**src/rtl/seven_segment_scan_driver.sv**
```systemverilog
// Multiplexed N-digit seven-segment scan driver with frame-synchronous double buffering.
// Optional leading-zero blanking is enabled by defining SEVSEG_LZB_EN.
module seven_segment_scan_driver #(
    parameter int unsigned NUM_DIGITS = 4,
    parameter int unsigned SCAN_DIV   = 50000
) (
    input  logic                    clk,
    input  logic                    rst_n,
    input  logic                    load,
    input  logic [4*NUM_DIGITS-1:0] value,
    input  logic [NUM_DIGITS-1:0]   digit_en,
    output logic [6:0]              seg,
    output logic [NUM_DIGITS-1:0]   an,
    output logic                    pending,
    output logic                    frame_done
);

    localparam int unsigned VAL_W = 4 * NUM_DIGITS;
    localparam int unsigned PRE_W = (SCAN_DIV > 1) ? $clog2(SCAN_DIV) : 1;
    localparam int unsigned IDX_W = (NUM_DIGITS > 1) ? $clog2(NUM_DIGITS) : 1;
    localparam logic [PRE_W-1:0] PRE_LAST = PRE_W'(SCAN_DIV - 1);
    localparam logic [IDX_W-1:0] IDX_LAST = IDX_W'(NUM_DIGITS - 1);

    logic [PRE_W-1:0]      pre_cnt_q, pre_cnt_d;
    logic [IDX_W-1:0]      idx_q, idx_d;
    logic [VAL_W-1:0]      shadow_val_q, shadow_val_d;
    logic [NUM_DIGITS-1:0] shadow_en_q, shadow_en_d;
    logic [VAL_W-1:0]      active_val_q, active_val_d;
    logic [NUM_DIGITS-1:0] active_en_q, active_en_d;
    logic                  pending_q, pending_d;
    logic                  frame_done_q, frame_done_d;
    logic [6:0]            seg_q, seg_d;
    logic [NUM_DIGITS-1:0] an_q, an_d;

    logic                  tick_c;
    logic                  boundary_c;
    logic [NUM_DIGITS-1:0] lz_blank_c;
    logic [3:0]            cur_nib_c;
    logic                  cur_blank_c;

    function automatic logic [6:0] glyph(input logic [3:0] nib);
        logic [6:0] g;
        case (nib)
            4'h0: g = 7'b1000000;
            4'h1: g = 7'b1111001;
            4'h2: g = 7'b0100100;
            4'h3: g = 7'b0110000;
            4'h4: g = 7'b0011001;
            4'h5: g = 7'b0010010;
            4'h6: g = 7'b0000010;
            4'h7: g = 7'b1111000;
            4'h8: g = 7'b0000000;
            4'h9: g = 7'b0010000;
            4'hA: g = 7'b0001000;
            4'hB: g = 7'b0000011;
            4'hC: g = 7'b1000110;
            4'hD: g = 7'b0100001;
            4'hE: g = 7'b0000110;
            default: g = 7'b0001110;
        endcase
        return g;
    endfunction

    // Leading-zero mask: digit i > 0 blanks when it and every higher nibble are zero.
    always_comb begin
        lz_blank_c = '0;
`ifdef SEVSEG_LZB_EN
        begin
            logic zero_above;
            zero_above = 1'b1;
            for (int i = NUM_DIGITS - 1; i >= 0; i--) begin
                zero_above    = zero_above && (active_val_q[4*i +: 4] == 4'h0);
                lz_blank_c[i] = (i > 0) && zero_above;
            end
        end
`endif
    end

    // Select the nibble and blanking state of the digit currently being scanned.
    always_comb begin
        cur_nib_c   = 4'h0;
        cur_blank_c = 1'b1;
        for (int i = 0; i < NUM_DIGITS; i++) begin
            if (idx_q == IDX_W'(i)) begin
                cur_nib_c   = active_val_q[4*i +: 4];
                cur_blank_c = !active_en_q[i] || lz_blank_c[i];
            end
        end
    end

    always_comb begin
        pre_cnt_d    = pre_cnt_q;
        idx_d        = idx_q;
        shadow_val_d = shadow_val_q;
        shadow_en_d  = shadow_en_q;
        active_val_d = active_val_q;
        active_en_d  = active_en_q;
        pending_d    = pending_q;

        tick_c       = (pre_cnt_q == PRE_LAST);
        boundary_c   = tick_c && (idx_q == IDX_LAST);
        frame_done_d = boundary_c;

        if (tick_c) begin
            pre_cnt_d = '0;
            idx_d     = (idx_q == IDX_LAST) ? '0 : idx_q + IDX_W'(1);
        end else begin
            pre_cnt_d = pre_cnt_q + PRE_W'(1);
        end

        // A load on the boundary bypasses the shadow; otherwise the shadow drains at the boundary.
        if (boundary_c) begin
            if (load) begin
                active_val_d = value;
                active_en_d  = digit_en;
            end else if (pending_q) begin
                active_val_d = shadow_val_q;
                active_en_d  = shadow_en_q;
            end
            pending_d = 1'b0;
        end else if (load) begin
            shadow_val_d = value;
            shadow_en_d  = digit_en;
            pending_d    = 1'b1;
        end

        an_d  = (pre_cnt_q == '0) ? '1 : ~(NUM_DIGITS'(1) << idx_q);
        seg_d = cur_blank_c ? 7'b1111111 : glyph(cur_nib_c);
    end

    always_ff @(posedge clk or negedge rst_n) begin
        if (!rst_n) begin
            pre_cnt_q    <= '0;
            idx_q        <= '0;
            shadow_val_q <= '0;
            shadow_en_q  <= '0;
            active_val_q <= '0;
            active_en_q  <= '0;
            pending_q    <= 1'b0;
            frame_done_q <= 1'b0;
            seg_q        <= 7'b1111111;
            an_q         <= '1;
        end else begin
            pre_cnt_q    <= pre_cnt_d;
            idx_q        <= idx_d;
            shadow_val_q <= shadow_val_d;
            shadow_en_q  <= shadow_en_d;
            active_val_q <= active_val_d;
            active_en_q  <= active_en_d;
            pending_q    <= pending_d;
            frame_done_q <= frame_done_d;
            seg_q        <= seg_d;
            an_q         <= an_d;
        end
    end

    assign seg        = seg_q;
    assign an         = an_q;
    assign pending    = pending_q;
    assign frame_done = frame_done_q;

endmodule

```
**config.mk**
```make
export PLATFORM = sky130hd
export DESIGN_NAME = seven_segment_scan_driver
export DESIGN_NICKNAME = d
export VERILOG_FILES = /design/src/rtl/seven_segment_scan_driver.sv
export SDC_FILE = /design/constraint.sdc
export NUM_CORES = 1
export LEC_CHECK = 0
export CAP_MARGIN = 5
export CORE_MARGIN = 3
export CORE_UTILIZATION = 56
export CTS_CLUSTER_SIZE = 12
export DETAILED_ROUTE_END_ITERATION = 8
export PLACE_DENSITY = 0.79
export SLEW_MARGIN = 30
export SYNTH_ARGS = -nofsm -noshare
export SYNTH_HDL_FRONTEND = slang
export SYNTH_SLANG_ARGS = --single-unit
```
**constraint.sdc**
```tcl
create_clock -name clk -period 2.76 [get_ports clk]
set_input_delay 0.828 -clock clk [delete_from_list [all_inputs] [get_ports clk]]
set_output_delay 0.828 -clock clk [all_outputs]
set_load 0.05 [all_outputs]
```
# == Yosys cells after proc, flatten, opt, wreduce, memory -nomap -nowiden ==
# Memory sizes are Yosys's and may differ from the RTL's.
# Cells that the tools add are included.
# op_classes
add_sub_neg,2
mul,0
div,0
n_lt_le_gt_ge,0
eq_ne,4
n_shift,1
mux,18
n_bitwise,2
reduce_logical,11
# op_table
op,count
16-bit 2-to-1 mux,3
4-bit 2-to-1 mux,7
"16-bit by 1-bit adder with 16-bit output, second input constant",1
"16-bit == test, second input constant",1
16-bit logical NOT,1
7-bit 2-to-1 mux,1
1-bit 2-to-1 mux,6
"2-bit == test, second input constant",2
1-bit logical NOT,4
4-bit inverter,1
2-bit AND reduction,2
2-bit nonzero test,2
"1-bit by 2-bit << shifter with 4-bit output, first input constant",1
"2-bit by 1-bit adder with 2-bit output, second input constant",1
"2-bit by 1-bit == test with 1-bit output, second input constant",1
2-bit logical NOT,1
2-bit 2-to-1 mux,1
1-bit logical AND,1
1-bit inverter,1
# totals
regBits,71
latchBits,0
ram_bits,0
rom_bits,112
in_bits,23
out_inout_bits,13
wordCells,49
memories,1
# memory_table
memory,words,word_bits,read_ports,rd_clocked_by_memory_dff,write_ports,line,source
(name not given),16,7,1,0,0,43,case (nib)

# == Longest topological paths before layout ==
# Gate-level depths: netlist of the first run.
# An unclocked memory read counts as a cell.
# depth
ltp_word,7
mapped_depth,12
ltp_nobuf,11

# == Least setup slack after synthesis of the first run ==
# No wires, ideal clock.
# synth_path
path_kind,reg-to-reg
startpoint,register idx_q[1]
endpoint,register seg_q[0] (netlist: seg[0])
setup_ps,83
t_arrival_ps,2238
setup_slack_ps,438
path_stages_with_launch,10
path_buffers,1
synth_period_minus_slack_ps,2322
path_cell_list,dfrtp_1 -> inv_1 -> ha_1 -> buf_2 -> nand3b_1 -> a31oi_1 -> inv_1 -> ha_1 -> or4_1 -> o311a_1
# synth_between
elab_chain_cells,7
# synth_rtl
item,line,source
from (decl),25,"logic [IDX_W-1:0] idx_q, idx_d;"
from (signal assigned),145,idx_q <= idx_d;
2-bit logical NOT,84,if (idx_q == IDX_W'(i)) begin
4-bit 2-to-1 mux (4 in series),84,
memory 16 x 7 bit,--,
7-bit 2-to-1 mux (*),128,seg_d = cur_blank_c ? 7'b1111111 : glyph(cur_nib_c);
via seg_d[0],32,"logic [6:0] seg_q, seg_d;"
to (signal assigned),152,seg_q <= seg_d;
to (decl),32,
# The timed path passes the listed nets; every way through them passes the cells marked *.
# A chain may end at the register's enable or synchronous reset.

# == Worst setup path in the final report of the first run ==
# layout_path
startpoint,register idx_q[1]
endpoint,register seg_q[3] (netlist: seg[3])
# Same word-level chain as after synthesis.

==> metrics.cfg, run 1 <==
[route]
num_vias = 2394
top_layer_used = met4
ant_nets = 0
dr.first_iter.drc_count = 156
drt_wl_total_um = 6630
m1WireLength_um = 3070
drc = 0
wl_met3_um = 380
met2_length_um = 3070
post_drt_via_cell_ratio = 5.62
routedWlPerCell_um = 15.6
first_pass_iters = 4

[pwr]
peakVddDrop_mv = 0.441
power_density_nw_per_um2 = 488
total_power_mw = 2.00
p_leak_nw = 1.80

[yosys]
yosys_register_bits = 71
syn_area_um2 = 3510
synth.avg_cell_area_um2 = 11.4
synth_edf_count = 0
syn-num-nets = 344
yosysSeqAreaShare_pct = 51.0
synthArstFlopShare_pct = 100
synthCells = 309
synth_ff_type = dfrtp_1
yosysWarnings = 0
synth_cell_types = 47

[clock_tree]
hold_buffers = 0
post_cts_resized = 0
htree_levels = 3
clk_latency_ns = 0.35
clock_sinks = 71
cts.clk_slew.worst_paths_ns = 0.07
cts_buffers = 9
cts_setup_buffers = 0
cts_root_buffer = clkbuf_8
clk_path_buf_depth = 2
cts_tree = built

[critical_path]
cp_max_fo = 12
critPathCaptureType = flop
path_class = flop to flop
worst_setup_path_start_kind = flop
arrival_ns = 2.75
cp.required_ns = 3.01

[timing]
max-slew-margin-rel_pct = 57.4
final-hold-violation-count = 0
fin_crit_sh_pct = 90.7
final-max-slew-violation-count = 0
whs_ns = 0.457
rsz0062_at_grt = no
worst_pin_slew_ns = 0.640
fmax_mhz = 399
final.setup.tns_ns = 0
min_period_ns = 2.50
skew_ns = 0.00537
setup_viol = 0
worst_slack_ns = 0.255

[global_routing]
grt_pass1_vias = 2499
grt-ovfl-total = 0
grt_max_degree = 46
grt_antenna_before_repair = 0
grt_pass1_wl_um = 11500
track_usage_pct = 20.2

[placement]
dpl_cell_area_um2 = 3910
dp_hpwl_um = 4580
dpl.cell_count = 410
gp_congestion = 0.840
pre_cts_slack_ns = 0.338
portBuffers = 35

[floorplanning]
core_area_um2 = 5990
initial_core_util_pct = 58.6
dieArea_um2 = 7250
ios = 36
die_h_um = 85.2
rows = 28
die_w_um = 85.2

[finish]
layout.cells.non_filler = 426
nets = 381
final_core_util_pct = 68.3
postLayoutCellArea_um2 = 4090
final_cell_mix = dfrtp_1 (60), nand2_1 (35), clkdlybuf4s50_1 (34)
diodes = 0
n_fill_cell = 439
drive_gt1_share_pct = 16.2
syn2layout_area_growth_pct = 16.6
layout_commonest_cell = dfrtp_1

[run]
maxCapViolCount = 0

[status]
status = complete, no violations

[worst_hold_path]
hp-class = input pin to asynchronous set/reset pin

[sequential cells by signal, indices dropped and copies added (netlist names)]
register and cells:
active_en_q 4, active_val_q 16, an 4, frame_done 1
idx_q 2, pending 1, pre_cnt_q 16, seg 7
shadow_en_q 4, shadow_val_q 16
[power by group]
group          internal (mW)  switching, mW
combinational         0.0919         0.0600
clock                  0.371          0.388
sequential              1.07         0.0160
[logic make-up (layout without fill, tap and decap cells)]
group / count (synthesis) / count (layout) / synth area share (%)
adders and majority gates: 12 / 12 / 4.28
AOI/OAI and AO/OA: 56 / 56 / 9.52
muxes: 40 / 40 / 14.3
DFF: 71 / 71 / 51.0
and+or+nand+nor: 93 / 93 / 14.1
xor gates and xnor gates: 13 / 13 / 3.24
buffers and inverters: 24 / 66 / 3.60
[synth_stat cells (8+ instances only)]
master / instances / share of area (%)
a21oi_1: 9 / 1.3
inv_1: 10 / 1.1
dfstp_2: 11 / 8.2
xnor2_1: 8 / 2.0
o21ai_1: 12 / 1.7
clkbuf_1: 9 / 0.96
mux2_4: 20 / 8.6
o21ai_0: 17 / 2.4
ha_1: 12 / 4.3
nand3_1: 11 / 1.6
nand2_1: 35 / 3.7
mux2i_1: 20 / 5.7
nor2_1: 12 / 1.3
dfrtp_1: 60 / 43
[layout make-up]
class	count	area, µm²	area share [%]
repair buffers	40	395	9.66
multi-input cells	214	1590	38.9
clock inverters	5	32.5	0.795
clock buffers	11	151	3.70
flip-flops and latches	71	1790	43.7
well taps	75	93.8	2.29
inverters	10	37.5	0.917
[worst max-delay path, stage by stage (launching register included)]
cell       delay (ns)
dfrtp_1          0.38
ha_1             0.42
nand2b_1         0.24
o22ai_1          0.11
a31oi_1          0.22
inv_1            0.15
ha_1             0.33
nor3_1           0.06
a2111oi_0        0.41
a31oi_1          0.08
[layer usage]
metal | vias to the layer above | track usage (%)
met5 | - | 0
met4 | 0 | 6.91
met3 | 7 | 6.70
met2 | 70 | 31.4
met1 | 1154 | 26.7
li1 | 1163 | -
[final timing paths]
check	end	slack, ns	start	depth (start not counted)
setup / recovery	seg[3]	0.26	idx_q[1]	9
hold / removal	pre_cnt_q[15]	0.46	rst_n	1
setup reg to reg	seg[3]	0.26	idx_q[1]	9
hold reg to reg	active_val_q[4]	0.50	active_val_q[4]	2
max in group asynchronous	active_en_q[1]	1.69	rst_n	2
min in group clk	active_val_q[4]	0.50	active_val_q[4]	2
Power figures use the tool's default switching activity.
==> run 2: changes to the inputs <==
--- a/config.mk
+++ b/config.mk
@@ -5,12 +5,15 @@
 export SDC_FILE = /design/constraint.sdc
 export NUM_CORES = 1
 export LEC_CHECK = 0
+export ABC_AREA = 1
 export CAP_MARGIN = 5
 export CORE_MARGIN = 3
 export CORE_UTILIZATION = 56
+export CTS_CLUSTER_DIAMETER = 30
 export CTS_CLUSTER_SIZE = 12
 export DETAILED_ROUTE_END_ITERATION = 8
-export PLACE_DENSITY = 0.79
+export PLACE_DENSITY = 0.78
+export SKIP_CTS_REPAIR_TIMING = 1
 export SLEW_MARGIN = 30
 export SYNTH_ARGS = -nofsm -noshare
 export SYNTH_HDL_FRONTEND = slang
==> metrics.cfg, run 2 <==
[yosys]
synth.avg_cell_area_um2 = 8.17
synth.area.top_cells = dfrtp_1 (39%), nand2_1 (15%), nand3_1 (9.9%)
yosysMostFrequentCell = nand2_1
synthArstFlopShare_pct = 100
yosysSeqAreaShare_pct = 46.7
yosysWarnings = 0
synth_top_area_cell = dfrtp_1
yosys_register_bits = 71
synth_cell_types = 28
yosys.area.top_type_share_pct = 39.2
syn_area_um2 = 3830
synth_commonest_cells = nand2_1 (151), nand3_1 (76), dfrtp_1 (60)
syn-num-nets = 504
synthCells = 469
synth_ff_type = dfrtp_1
synth_edf_count = 0

[clock_tree]
cts_tree = built
cts_root_buffer = clkbuf_8
htree_levels = 3
cts.clk_slew.worst_paths_ns = 0.08
cts_buffers = 9
clk_path_buf_depth = 2
clk_latency_ns = 0.34
clock_sinks = 71

[critical_path]
cp_slowest_stage_delay_ns = 0.79
worstPathCellList = clkdlybuf4s50_1
path_class = flop to primary output
arrival_ns = 1.65
path_delay_family = buffers and inverters
r2r-end = seg[0]
crit_buf_inv = 1
critPathSlowestCell = clkdlybuf4s50_1
rrSetupSlack_ns = 0.52
critPathCaptureType = primary output
r2r-start = idx_q[1]
worst_setup_path_start_kind = flop
cp.required_ns = 1.93
cp_max_fo = 1
worst_r2r_path_depth = 13

[timing]
final-max-slew-violation-count = 0
max-slew-margin-rel_pct = 66.3
fmax_mhz = 403
fin_crit_sh_pct = 89.9
setup_viol = 0
final-hold-violation-count = 0
min_period_ns = 2.48
final.setup.tns_ns = 0
worst_pin_slew_ns = 0.503
whs_ns = 0.474
skew_ns = 0.0130
rsz0062_at_grt = no

[finish]
syn2layout_area_growth_pct = 17.2
layout_commonest_cell = nand2_1
nets = 539
diodes = 0
reg_top3 = active_val_q: 16 flops, pre_cnt_q: 16 flops, shadow_val_q: 16 flops
drive_gt1_share_pct = 13.4
n_fill_cell = 526
final_cell_mix = nand2_1 (151), nand3_1 (76), dfrtp_1 (60)

[worst_hold_path]
hp-class = flop to flop
holdPathEnd = shadow_val_q[8]
hold_depth = 2
hp-start = shadow_val_q[8]

[global_routing]
grt_antenna_before_repair = 0
track_usage_pct = 22.4
grt_pass1_wl_um = 13900
grt-ovfl-total = 0
grt_max_degree = 72
grt_pass1_vias = 3058

[route]
ant_nets = 0
num_vias = 3111
routedWlPerCell_um = 13.2
drc = 0
first_pass_iters = 4
drt_wl_total_um = 7750
post_drt_via_cell_ratio = 5.32
dr.first_iter.drc_count = 172

[pwr]
power_density_nw_per_um2 = 493
peakVddDrop_mv = 0.313
p_leak_nw = 2.23

[floorplanning]
core_area_um2 = 6490
die_w_um = 88.7
initial_core_util_pct = 59.0
die_h_um = 88.7
dieArea_um2 = 7870
rows = 29
ios = 36

[run]
maxCapViolCount = 0

[placement]
dp_hpwl_um = 5480
portBuffers = 35
gp_congestion = 0.875

[status]
status = complete, no violations

==> run 2: changes by cell type in the layout (fill, tap and decap cells not counted), moves of 4 or more <==
| cell | delta |
|---|---|
| and4_1 | -4 |
| inv_1 | +28 |
| mux2_2 | +20 |
| mux2_4 | -20 |
| mux2i_1 | -20 |
| nand2_1 | +116 |
| nand3_1 | +65 |
| nand3b_1 | -4 |
| nor2_1 | +19 |
| nor3_1 | +4 |
| o21ai_0 | -13 |
| o21ai_1 | -12 |
| xnor2_1 | -8 |
==> run 2: kinds of logic after synthesis <==
group	count (synthesis)	synth area share (%)
multiplexers	20	5.88
AND/OR/NAND/NOR	283	32.5
adder cells (fa/ha/maj)	12	3.92
flip-flops	71	46.7
AO/OA/AOI/OAI	16	2.32
XOR/XNOR	7	1.60
buffers and inverters	60	7.02
==> run 2: area by class of cell <==
type	count	area, µm²	share of cell area [%]
Sequential cell	71	1790	39.9
Multi-Input combinational cell	338	1770	39.4
Timing Repair Buffer	43	443	9.87
Inverter	41	154	3.43
Clock buffer	10	128	2.84
Clock inverter	5	108	2.40
Tap cell	77	96.3	2.15
==> run 2: worst max path at each step <==
stage                             to  cells past startpoint  startpoint  slack (ns)
floorplan                     seg[3]                     14    idx_q[1]        0.97
global placement      active_en_q[1]                      5        load        0.40
detailed placement  active_val_q[15]                      5        load        0.34
CTS                           seg[6]                      1      seg[6]        0.26
global route                  seg[2]                      1      seg[2]        0.22
finish                        seg[6]                      1      seg[6]        0.28
==> run 2: through the flow <==
step / power (mW) / std cells / setup WS, ns / instance area (µm²) / util (%)
finish: 2.21 / 585 / 0.278 / 4490 / 69.1
global placement: 1.24 / 570 / 0.400 / 4250 / 65.5
global route: 2.31 / 585 / 0.221 / 4490 / 69.1
detailed placement: 1.24 / 570 / 0.341 / 4250 / 65.5
floorplan: 1.16 / 469 / 0.972 / 3830 / -
CTS: 2.24 / 585 / 0.256 / 4490 / 69.1
==> run 2: power breakdown <==
| group | internal, mW | switching (mW) | total (mW) |
|---|---|---|---|
| clock network | 0.599 | 0.391 | 0.990 |
| logic | 0.0754 | 0.0664 | 0.142 |
| registers | 1.07 | 0.0133 | 1.08 |
==> run 2: metal layers <==
| layer | wire length, µm | up-vias | GRT usage (%) |
|---|---|---|---|
| met1 | 3700 | 1446 | 30.6 |
| li1 | - | 1575 | - |
| met4 | 85 | 0 | 6.18 |
| met5 | 0 | - | 0 |
| met2 | 3630 | 80 | 35.6 |
| met3 | 329 | 10 | 5.49 |
==> run 3: changes to the inputs <==
--- a/config.mk
+++ b/config.mk
@@ -5,14 +5,14 @@
 export SDC_FILE = /design/constraint.sdc
 export NUM_CORES = 1
 export LEC_CHECK = 0
-export ABC_AREA = 1
 export CAP_MARGIN = 5
 export CORE_MARGIN = 3
 export CORE_UTILIZATION = 56
 export CTS_CLUSTER_DIAMETER = 30
 export CTS_CLUSTER_SIZE = 12
 export DETAILED_ROUTE_END_ITERATION = 8
-export PLACE_DENSITY = 0.78
+export GPL_ROUTABILITY_DRIVEN = 1
+export PLACE_DENSITY = 0.79
 export SKIP_CTS_REPAIR_TIMING = 1
 export SLEW_MARGIN = 30
 export SYNTH_ARGS = -nofsm -noshare
==> results of run 3 <==
No change in the layout: final DEF, timing and power equal those of run 1.
